===== config.mk =====
export PLATFORM = sky130hd
export DESIGN_NAME = imem_line_buffer
export DESIGN_NICKNAME = d
export VERILOG_FILES = /design/src/rtl/cpu_pkg.sv /design/src/rtl/imem_line_store.sv /design/src/rtl/imem_line_buffer.sv
export SDC_FILE = /design/constraint.sdc
export NUM_CORES = 1
export LEC_CHECK = 0
export ABC_AREA = 0
export CORE_MARGIN = 1
export CORE_UTILIZATION = 30
export CTS_BUF_LIST = sky130_fd_sc_hd__clkbuf_4 sky130_fd_sc_hd__clkbuf_8
export DETAILED_ROUTE_END_ITERATION = 10
export MAX_ROUTING_LAYER = met4
export PLACE_DENSITY_LB_ADDON = 0.05
export SYNTH_ARGS = -nofsm -noshare
export SYNTH_HDL_FRONTEND = slang
export SYNTH_SLANG_ARGS = --single-unit

===== constraint.sdc =====
create_clock -name clk -period 2.7 [get_ports clk]
set_clock_uncertainty 0.2 [all_clocks]
set_input_delay 0.675 -clock clk [delete_from_list [all_inputs] [get_ports clk]]
set_output_delay 0.675 -clock clk [all_outputs]
set_load 0.01 [all_outputs]

===== src/rtl/cpu_pkg.sv =====
// Shared CPU definitions: instruction width, the bubble word shown while fetch is
// stalled, and the state type of the instruction line buffer.
package cpu_pkg;

  localparam int ILEN = 16;
  localparam logic [ILEN-1:0] NOP_INSTR = 16'hF000;

  typedef enum logic {
    IDLE = 1'b0,
    FILL = 1'b1
  } imem_state_t;

endpackage


===== src/rtl/imem_line_store.sv =====
// Data array for one instruction line.
// It has one synchronous write port and one asynchronous read port.
module imem_line_store
  import cpu_pkg::*;
#(
  parameter int DEPTH = 4,
  localparam int IW = $clog2(DEPTH)
) (
  input  logic            clk,
  input  logic            i_we,
  input  logic [IW-1:0]   i_widx,
  input  logic [ILEN-1:0] i_wdata,
  input  logic [IW-1:0]   i_ridx,
  output logic [ILEN-1:0] o_rdata
);

  logic [ILEN-1:0] r_mem [DEPTH];

  always_ff @(posedge clk) begin
    if (i_we) begin
      r_mem[i_widx] <= i_wdata;
    end
  end

  assign o_rdata = r_mem[i_ridx];

endmodule


===== src/rtl/imem_line_buffer.sv =====
// One-line instruction buffer between fetch and a slow backing memory.
// Hits answer in the same cycle; a miss stalls fetch while the line refills from word 0.
module imem_line_buffer #(
  parameter int                          LINE_WORDS = 4,
  parameter logic [cpu_pkg::ILEN-1:0]    NOP_INSTR  = cpu_pkg::NOP_INSTR
) (
  input  logic                  clk,
  input  logic                  rst,
  input  logic                  mem_re,
  input  logic [15:0]           mem_addr,
  output logic [15:0]           mem_data,
  output logic                  mem_ready,
  input  logic                  flush,
  output logic                  bk_req,
  output logic [14:0]           bk_addr,
  input  logic                  bk_ack,
  input  logic [15:0]           bk_data,
  output cpu_pkg::imem_state_t  dbg_state
);
  import cpu_pkg::*;

  localparam int OW = $clog2(LINE_WORDS);
  localparam int TW = 15 - OW;
  localparam logic [OW-1:0] LAST = OW'(LINE_WORDS - 1);

  imem_state_t   r_state, w_state_nxt;
  logic          r_line_valid, w_line_valid_nxt;
  logic [TW-1:0] r_line_tag, w_line_tag_nxt;
  logic [TW-1:0] r_fill_tag, w_fill_tag_nxt;
  logic [OW-1:0] r_count, w_count_nxt;
  logic          r_flush_pend, w_flush_pend_nxt;
  logic          r_bk_req, w_bk_req_nxt;

  logic [TW-1:0]   w_tag;
  logic [OW-1:0]   w_off;
  logic            w_hit;
  logic            w_we;
  logic [ILEN-1:0] w_rdata;
  logic            w_unused_addr0;

  assign w_tag          = mem_addr[15:1+OW];
  assign w_off          = mem_addr[OW:1];
  assign w_unused_addr0 = mem_addr[0];

  assign w_hit = mem_re && r_line_valid && (w_tag == r_line_tag) && (r_state != FILL);

  // Backing handshake: bk_req is the valid, bk_ack the ready. A word transfers only in a
  // cycle with both high; bk_req/bk_addr hold until then, and a lone bk_ack is ignored.
  assign w_we = (r_state == FILL) && r_bk_req && bk_ack;

  imem_line_store #(
    .DEPTH (LINE_WORDS)
  ) u_store (
    .clk     (clk),
    .i_we    (w_we),
    .i_widx  (r_count),
    .i_wdata (bk_data),
    .i_ridx  (w_off),
    .o_rdata (w_rdata)
  );

  always_comb begin
    w_state_nxt      = r_state;
    w_line_valid_nxt = r_line_valid;
    w_line_tag_nxt   = r_line_tag;
    w_fill_tag_nxt   = r_fill_tag;
    w_count_nxt      = r_count;
    w_flush_pend_nxt = r_flush_pend;
    w_bk_req_nxt     = r_bk_req;
    case (r_state)
      IDLE: begin
        if (flush) begin
          w_line_valid_nxt = 1'b0;
        end
        if (mem_re && !w_hit) begin
          // The line is overwritten in place, so it stops being valid as soon as refill starts.
          w_state_nxt      = FILL;
          w_fill_tag_nxt   = w_tag;
          w_count_nxt      = '0;
          w_bk_req_nxt     = 1'b1;
          w_line_valid_nxt = 1'b0;
          w_flush_pend_nxt = 1'b0;
        end
      end
      FILL: begin
        if (flush) begin
          w_flush_pend_nxt = 1'b1;
        end
        if (w_we) begin
          if (r_count == LAST) begin
            w_state_nxt      = IDLE;
            w_bk_req_nxt     = 1'b0;
            w_line_tag_nxt   = r_fill_tag;
            w_line_valid_nxt = !(r_flush_pend || flush);
            w_flush_pend_nxt = 1'b0;
          end else begin
            w_count_nxt = r_count + 1'b1;
          end
        end
      end
      default: w_state_nxt = IDLE;
    endcase
  end

  always_ff @(posedge clk) begin
    if (rst) begin
      r_state      <= IDLE;
      r_line_valid <= 1'b0;
      r_line_tag   <= '0;
      r_fill_tag   <= '0;
      r_count      <= '0;
      r_flush_pend <= 1'b0;
      r_bk_req     <= 1'b0;
    end else begin
      r_state      <= w_state_nxt;
      r_line_valid <= w_line_valid_nxt;
      r_line_tag   <= w_line_tag_nxt;
      r_fill_tag   <= w_fill_tag_nxt;
      r_count      <= w_count_nxt;
      r_flush_pend <= w_flush_pend_nxt;
      r_bk_req     <= w_bk_req_nxt;
    end
  end

  assign mem_ready = w_hit;
  assign mem_data  = w_hit ? w_rdata : NOP_INSTR;
  assign bk_req    = r_bk_req;
  assign bk_addr   = {r_fill_tag, r_count};
  assign dbg_state = r_state;

endmodule


==> impl_metrics.ini <==
[finish]
nNetsFinal = 405
final_cell_mix = edfxtp_1 (64), clkdlybuf4s50_1 (37), nand2_1 (31), dfxtp_1 (30), a21oi_1 (21)
syn_to_final_growth_pct = 37.9
final_common_cell = edfxtp_1
antenna_cells = 0
drive_above_1_share_pct = 35.9
final.fill_count = 1263
multiInputGateArea_um2 = 1470
seq_area_um2 = 2560

[place]
io_buffers = 69
dp_hpwl_um = 5510
gp_congestion = 0.705

[cts]
cts.path.max_buffers = 2
clockRootBuffer = clkbuf_8
worstSkewPairLatency_ns = 0.36
cts_made_buffers = 9
clk_pin_slew_ns = 0.09
htree_levels = 3
cts_tree = yes
cts.sinks = 96

[critical_path]
r2r-end = r_fill_tag[1]
cp_max_fo = 8
critPathArrivalTime_ns = 2.14
r2r-start = r_line_tag[1]
critPathMaxStageDelay_ns = 0.56
ff2ff_path_depth = 8
end_kind = output port
r2r_slack_ns = 0.40
cp_data_required_time_ns = 1.82
crit_type = input port to output port
crit_family = simple AND/OR/NAND/NOR gates
crit_slowest_cell = or4_4
path_buf_inv = 3
worst_setup_path_start_kind = input port
crit_path_cell_trace = buf_8, xnor2_4, nand4_1, or4_4, buf_12, or2_4, buf_6

[floorplanning]
die_height_um = 117
ios = 71
core_area_um2 = 12700
placementRows = 41
start_util_pct = 31.1
dieArea_um2 = 13600
die_x_um = 117

[logic_synthesis]
syn_area_per_cell_um2 = 14.2
ys_warn_count = 0
yosysUniqueCellTypes = 32
syn_area_um2 = 3950
synth_seq_area_share_pct = 64.8
syn_nets = 319
ys_ff_latch = 96
syn_inst = 278

[route]
wl_per_cell_um = 16.1
drcViolationCount = 0
initialDrtViolationCount = 71
num_vias = 2480
totalWireLength_um = 8680
ant_nets = 0
drtPass1Iterations = 7
vias_per_cell = 4.59

[sta]
fin_setup_tns_ns = -4.90
hold_viol = 0
period_minus_slack_ns = 3.02
drv_slew = 0
finalCritPeriodShare_pct = 112
final-setup-viol-count = 17
rsz0062_at_grt = yes
max_freq_mhz = 331
tightest_slew_ns = 0.312
slew_headroom_pct = 79.2
worst_slack_ns = -0.319

[pwr]
netSwitchingFraction_pct = 21.6
power_switching_mw = 0.590
leakage_nw = 1.86
p_seq_share_pct = 58.4
power.density_nw_per_um2 = 502
intPower_mw = 2.14
power_mw = 2.73
ir_worst_vdd_v = 0.000212
p_clk_share_pct = 32.3
combPwrFrac_pct = 9.3

[run]
maxCapViolations = 0

[global_routing]
use_met3_pct = 3.30
grt-ovfl-total = 0
antenna_found_initial = 0
met2_usage_pct = 23.1
grt_max_degree = 29
grt_pass1_wl_um = 13500
grt_pass1_vias = 2563
met1_usage_pct = 17.2
grt.busiest_layer = met2
grtUsageTotal_pct = 14.3

[hold_path]
hp-start = r_fill_tag[7]
holdPathEnd = r_line_tag[7]
min_path_cells = 2
worstHoldPathType = flop to flop

[run_status]
status = complete, but fails checks
violations = negative setup slack
-- synth_stat cells --
| master | number | share of area [%] |
|---|---|---|
| nand3_1 | 14 | 1.8 |
| edfxtp_1 | 64 | 49 |
| a311oi_1 | 1 | 0.22 |
| a21oi_1 | 21 | 2.7 |
| a21bo_1 | 8 | 2.0 |
| and3_1 | 1 | 0.16 |
| nand4_1 | 4 | 0.63 |
| or4_1 | 1 | 0.19 |
| o21ai_0 | 3 | 0.38 |
| a21bo_2 | 5 | 1.3 |
| nor2b_1 | 13 | 2.1 |
| nor2_1 | 1 | 0.095 |
| mux4_2 | 16 | 9.1 |
| a21oi_2 | 8 | 1.8 |
| nand2b_1 | 1 | 0.16 |
| buf_6 | 2 | 0.57 |
| buf_2 | 3 | 0.38 |
| nor4_2 | 1 | 0.32 |
| or3_1 | 2 | 0.32 |
| and2_1 | 4 | 0.63 |
| dfxtp_1 | 32 | 16 |
| ha_1 | 4 | 1.3 |
| buf_8 | 1 | 0.38 |
| buf_1 | 3 | 0.28 |
| or2_1 | 4 | 0.63 |
| inv_1 | 4 | 0.38 |
| nand2_1 | 31 | 2.9 |
| xnor2_1 | 13 | 2.9 |
| nand3b_1 | 1 | 0.19 |
| clkbuf_1 | 10 | 0.95 |
| o31ai_2 | 1 | 0.32 |
| a32oi_1 | 1 | 0.22 |
-- per-stage QoR --
stage / instances / util [%] / hold WS, ns / cell area (µm²) / setup slack (ns)
after CTS: 539 / 42.2 / 0.272 / 5370 / -0.333
after global placement: 519 / 39.7 / 0.256 / 5050 / -1.24
after floorplan: 278 / - / 0.249 / 4030 / -0.0667
after detailed placement: 519 / 39.7 / 0.259 / 5050 / -1.25
final: 540 / 42.8 / 0.275 / 5450 / -0.319
after global routing: 540 / 42.8 / 0.293 / 5450 / -0.384
-- flip-flops by register name, summed over array words and instances (netlist names) --
name	flops
r_line_valid	1
bk_req	1
dbg_state	1
r_flush_pend	1
u_store.r_mem	64
r_count	2
r_line_tag	13
r_fill_tag	13
-- power by group through the flow --
stage	combinational, mW	clock (mW)	sequential, mW
after floorplan	0.105	0	1.63
after global placement	0.239	0	1.63
after detailed placement	0.240	0	1.63
after CTS	0.253	0.928	1.60
after global routing	0.275	0.980	1.60
final	0.255	0.882	1.60
-- per-layer routing --
metal / part of all wire [%] / vias up
met1: 45 / 1226
met5: 0 / -
li1: - / 1191
met4: 1.7 / 0
met2: 49 / 50
met3: 3.9 / 13
-- cell type report --
cell class / instances / area share [%]
Sequential cell: 96 / 47.1
Tap cell: 172 / 3.95
Timing Repair Buffer: 94 / 18.6
Clock inverter: 6 / 0.941
Inverter: 4 / 0.275
Multi-Input combinational cell: 159 / 26.9
Clock buffer: 9 / 2.27
-- worst register-to-register path: cells and delay by family, from the launching register on --
kind	cells	cell delay, ns
AO/OA/AOI/OAI	2	0.36
XOR/XNOR	1	0.12
buffers and inverters	3	0.49
flip-flops	1	0.38
AND/OR/NAND/NOR	2	0.68
-- what timing repair did --
action                                  in CTS  in global routing
pin swaps                                   16                  3
gates cloned                                 1                  0
resized for setup                          159                 14
buffers inserted                             4                  1
endpoints found under the setup margin      30                 17
hold buffers                                 0                  0
-- logic make-up (layout without fill, tap and decap cells) --
group,after synthesis,in the layout,share of synthesized area (%)
fa+ha+maj,4,4,1.27
mux,16,16,9.12
buf+inv,23,113,2.94
simple gates,78,78,10.1
flops,96,96,64.8
xor+xnor,13,13,2.88
compound gates,48,48,8.86
-- worst max path at each step --
stage,start,endpoint,slack [ns],cells after the start
after CTS,mem_addr[4],mem_data[1],-0.33,8
after detailed placement,mem_addr[3],mem_data[14],-1.25,7
after global placement,mem_addr[3],mem_data[12],-1.24,7
after global routing,mem_addr[8],mem_data[4],-0.38,8
after floorplan,mem_re,mem_data[12],-0.07,6
final,mem_addr[4],mem_data[12],-0.32,7
No activity file was read; power rests on OpenSTA's default activity.
==> RTL change: new RTL, config.mk and constraints unchanged <==
Make the reset (`rst`) asynchronous in one clocked block.
--- a/src/rtl/imem_line_buffer.sv
+++ b/src/rtl/imem_line_buffer.sv
@@ -102,7 +102,7 @@
     endcase
   end
 
-  always_ff @(posedge clk) begin
+  always_ff @(posedge clk or posedge rst) begin
     if (rst) begin
       r_state      <= IDLE;
       r_line_valid <= 1'b0;
Function: differs if rst is asserted again (counterexample within 4 cycles, from zero or initial values and one cycle with rst high); with rst held inactive, the same outputs for 10 cycles.
==> RTL change against the original RTL <==
- the run still ends with setup timing left
- synthesized area rose by 0.54%
- critical path depth rose by 1
- sequential cell count did not move
- cell area rose by 0.23%
- wire length fell by 0.85%
- first-iteration DRC count fell by 46%
- setup slack got worse by 0.14 ns
- non-clock buffer count rose by 13
Power is not compared: it rests on default switching activity, and its combinational part moved more than twofold at a synthesized area within 25%.
==> RTL change: results (changes against the original RTL) <==
Worst Tran Pin Value: 0.421 ns (+0.109 ns)
post-synthesis adder-cell area fraction: 0.0126 (-0.0000678)
largest stage delay on the critical path: 0.30 ns (-0.26 ns)
Seq/Total Area, Yosys: 0.685 (+0.0368)
Critical Path Fanout Max: 6 (-2)
main flop type after synthesis: edfxtp_1
largest net degree at the start of global routing: 33 (+14%)
number of global-route vias before repair: 2383 (-7.0%)
Compound-Gate Fraction of Synth Area: 0.0157 (-0.0729)
placed cell areas: 5090 µm² (+0.94%)
RePlAce Congestion: 0.669 (-5.1%)
Synth async-reset ratio: 0.333 (+0.333)
fraction of synthesized cell area in xor and xnor cells: 0.0309 (+0.00205)
worst setup margin: -0.460 ns (-0.141 ns)
slowest CP cell: or3_1
failing checks: setup timing
Tot GR Track Use: 0.143 (about the same)
layout cells sized above 1: 0.435 (+0.0763)
DP Wirelength: 5630 µm (+2.2%)
WL final: 8610 µm (-0.85%)
status: finished with violations
vias after detailed routing: 2234 (-9.9%)
CP Data Arrival Time: 2.28 ns (+0.14 ns)
Finish-stage setup viols: 17 (unchanged)
first-pass GRT wire length: 13600 µm (+0.97%)
starting DRC count in detailed routing: 38 (-46%)
mux cell area share after synthesis: 0.171 (+0.0798)
RTL change: cells by family after synthesis:
kind of cell | Yosys count
DFF | 96
buffers and inverters | 15
adders and majority gates | 4
and+or+nand+nor | 39
xor gates and xnor gates | 14
AOI/OAI and AO/OA | 8
muxes | 42
RTL change: critical path, delay by kind of cell:
family	cells	cell delay, ns
simple gates	3	0.80
buf+inv	4	0.65
xor+xnor	1	0.15
RTL change: layer usage:
metal / track usage / part of all wire / vias to the layer above / routed length (µm)
met5: - / 0 / - / 0
met4: 0.0456 / 0.010 / 0 / 86
met3: 0.0309 / 0.034 / 5 / 294
met2: 0.206 / 0.46 / 41 / 3980
met1: 0.203 / 0.49 / 1144 / 4250
li1: - / - / 1044 / -
RTL change: stage by stage:
stage	TNS (ns)	util	std cells
after floorplan	0	-	218
after global placement	-20.85	0.399	471
after detailed placement	-20.28	0.399	471
after CTS	-5.83	0.425	501
after global routing	-7.86	0.428	503
final	-5.53	0.428	503
RTL change: worst paths after layout:
kind,from,slack (ns),cells past startpoint,end
max,mem_addr[12],-0.46,8,mem_data[12]
min,r_line_tag[2]$_DFFE_PP0P_,0.33,1,r_line_tag[2]$_DFFE_PP0P_
max reg2reg,r_line_tag[1]$_DFFE_PP0P_,0.53,7,r_flush_pend$_DFFE_PP0P_
min reg2reg,r_line_tag[2]$_DFFE_PP0P_,0.33,1,r_line_tag[2]$_DFFE_PP0P_
max in group asynchronous,rst,1.49,3,r_count[1]$_DFFE_PP0P_
min in group asynchronous,rst,0.50,3,r_fill_tag[0]$_DFFE_PP0P_
RTL change: repair_timing:
item                                    in CTS  in global routing
cloned                                       1                  0
hold buffers                                 0                  0
setup buffers                               13                  3
pin swaps                                   19                  6
gates resized for setup                    127                 11
endpoints found under the setup margin      17                 17
RTL change: final cells by class:
type | instances | area (µm²)
Sequential cell | 96 | 2720
Fill cell | 1138 | 7310
Multi-Input combinational cell | 107 | 1280
Clock inverter | 3 | 43.8
Inverter | 5 | 18.8
Timing Repair Buffer | 107 | 1030
Tap cell | 172 | 215
Clock buffer | 13 | 154
RTL change: report_power, final:
part | internal [mW] | leakage [nW] | switching, mW
combinational | 0.813 | 1.01 | 0.593
sequential | 1.98 | 0.966 | 0.221
clock | 0.472 | 0.105 | 0.479
total | 3.26 | 2.09 | 1.29
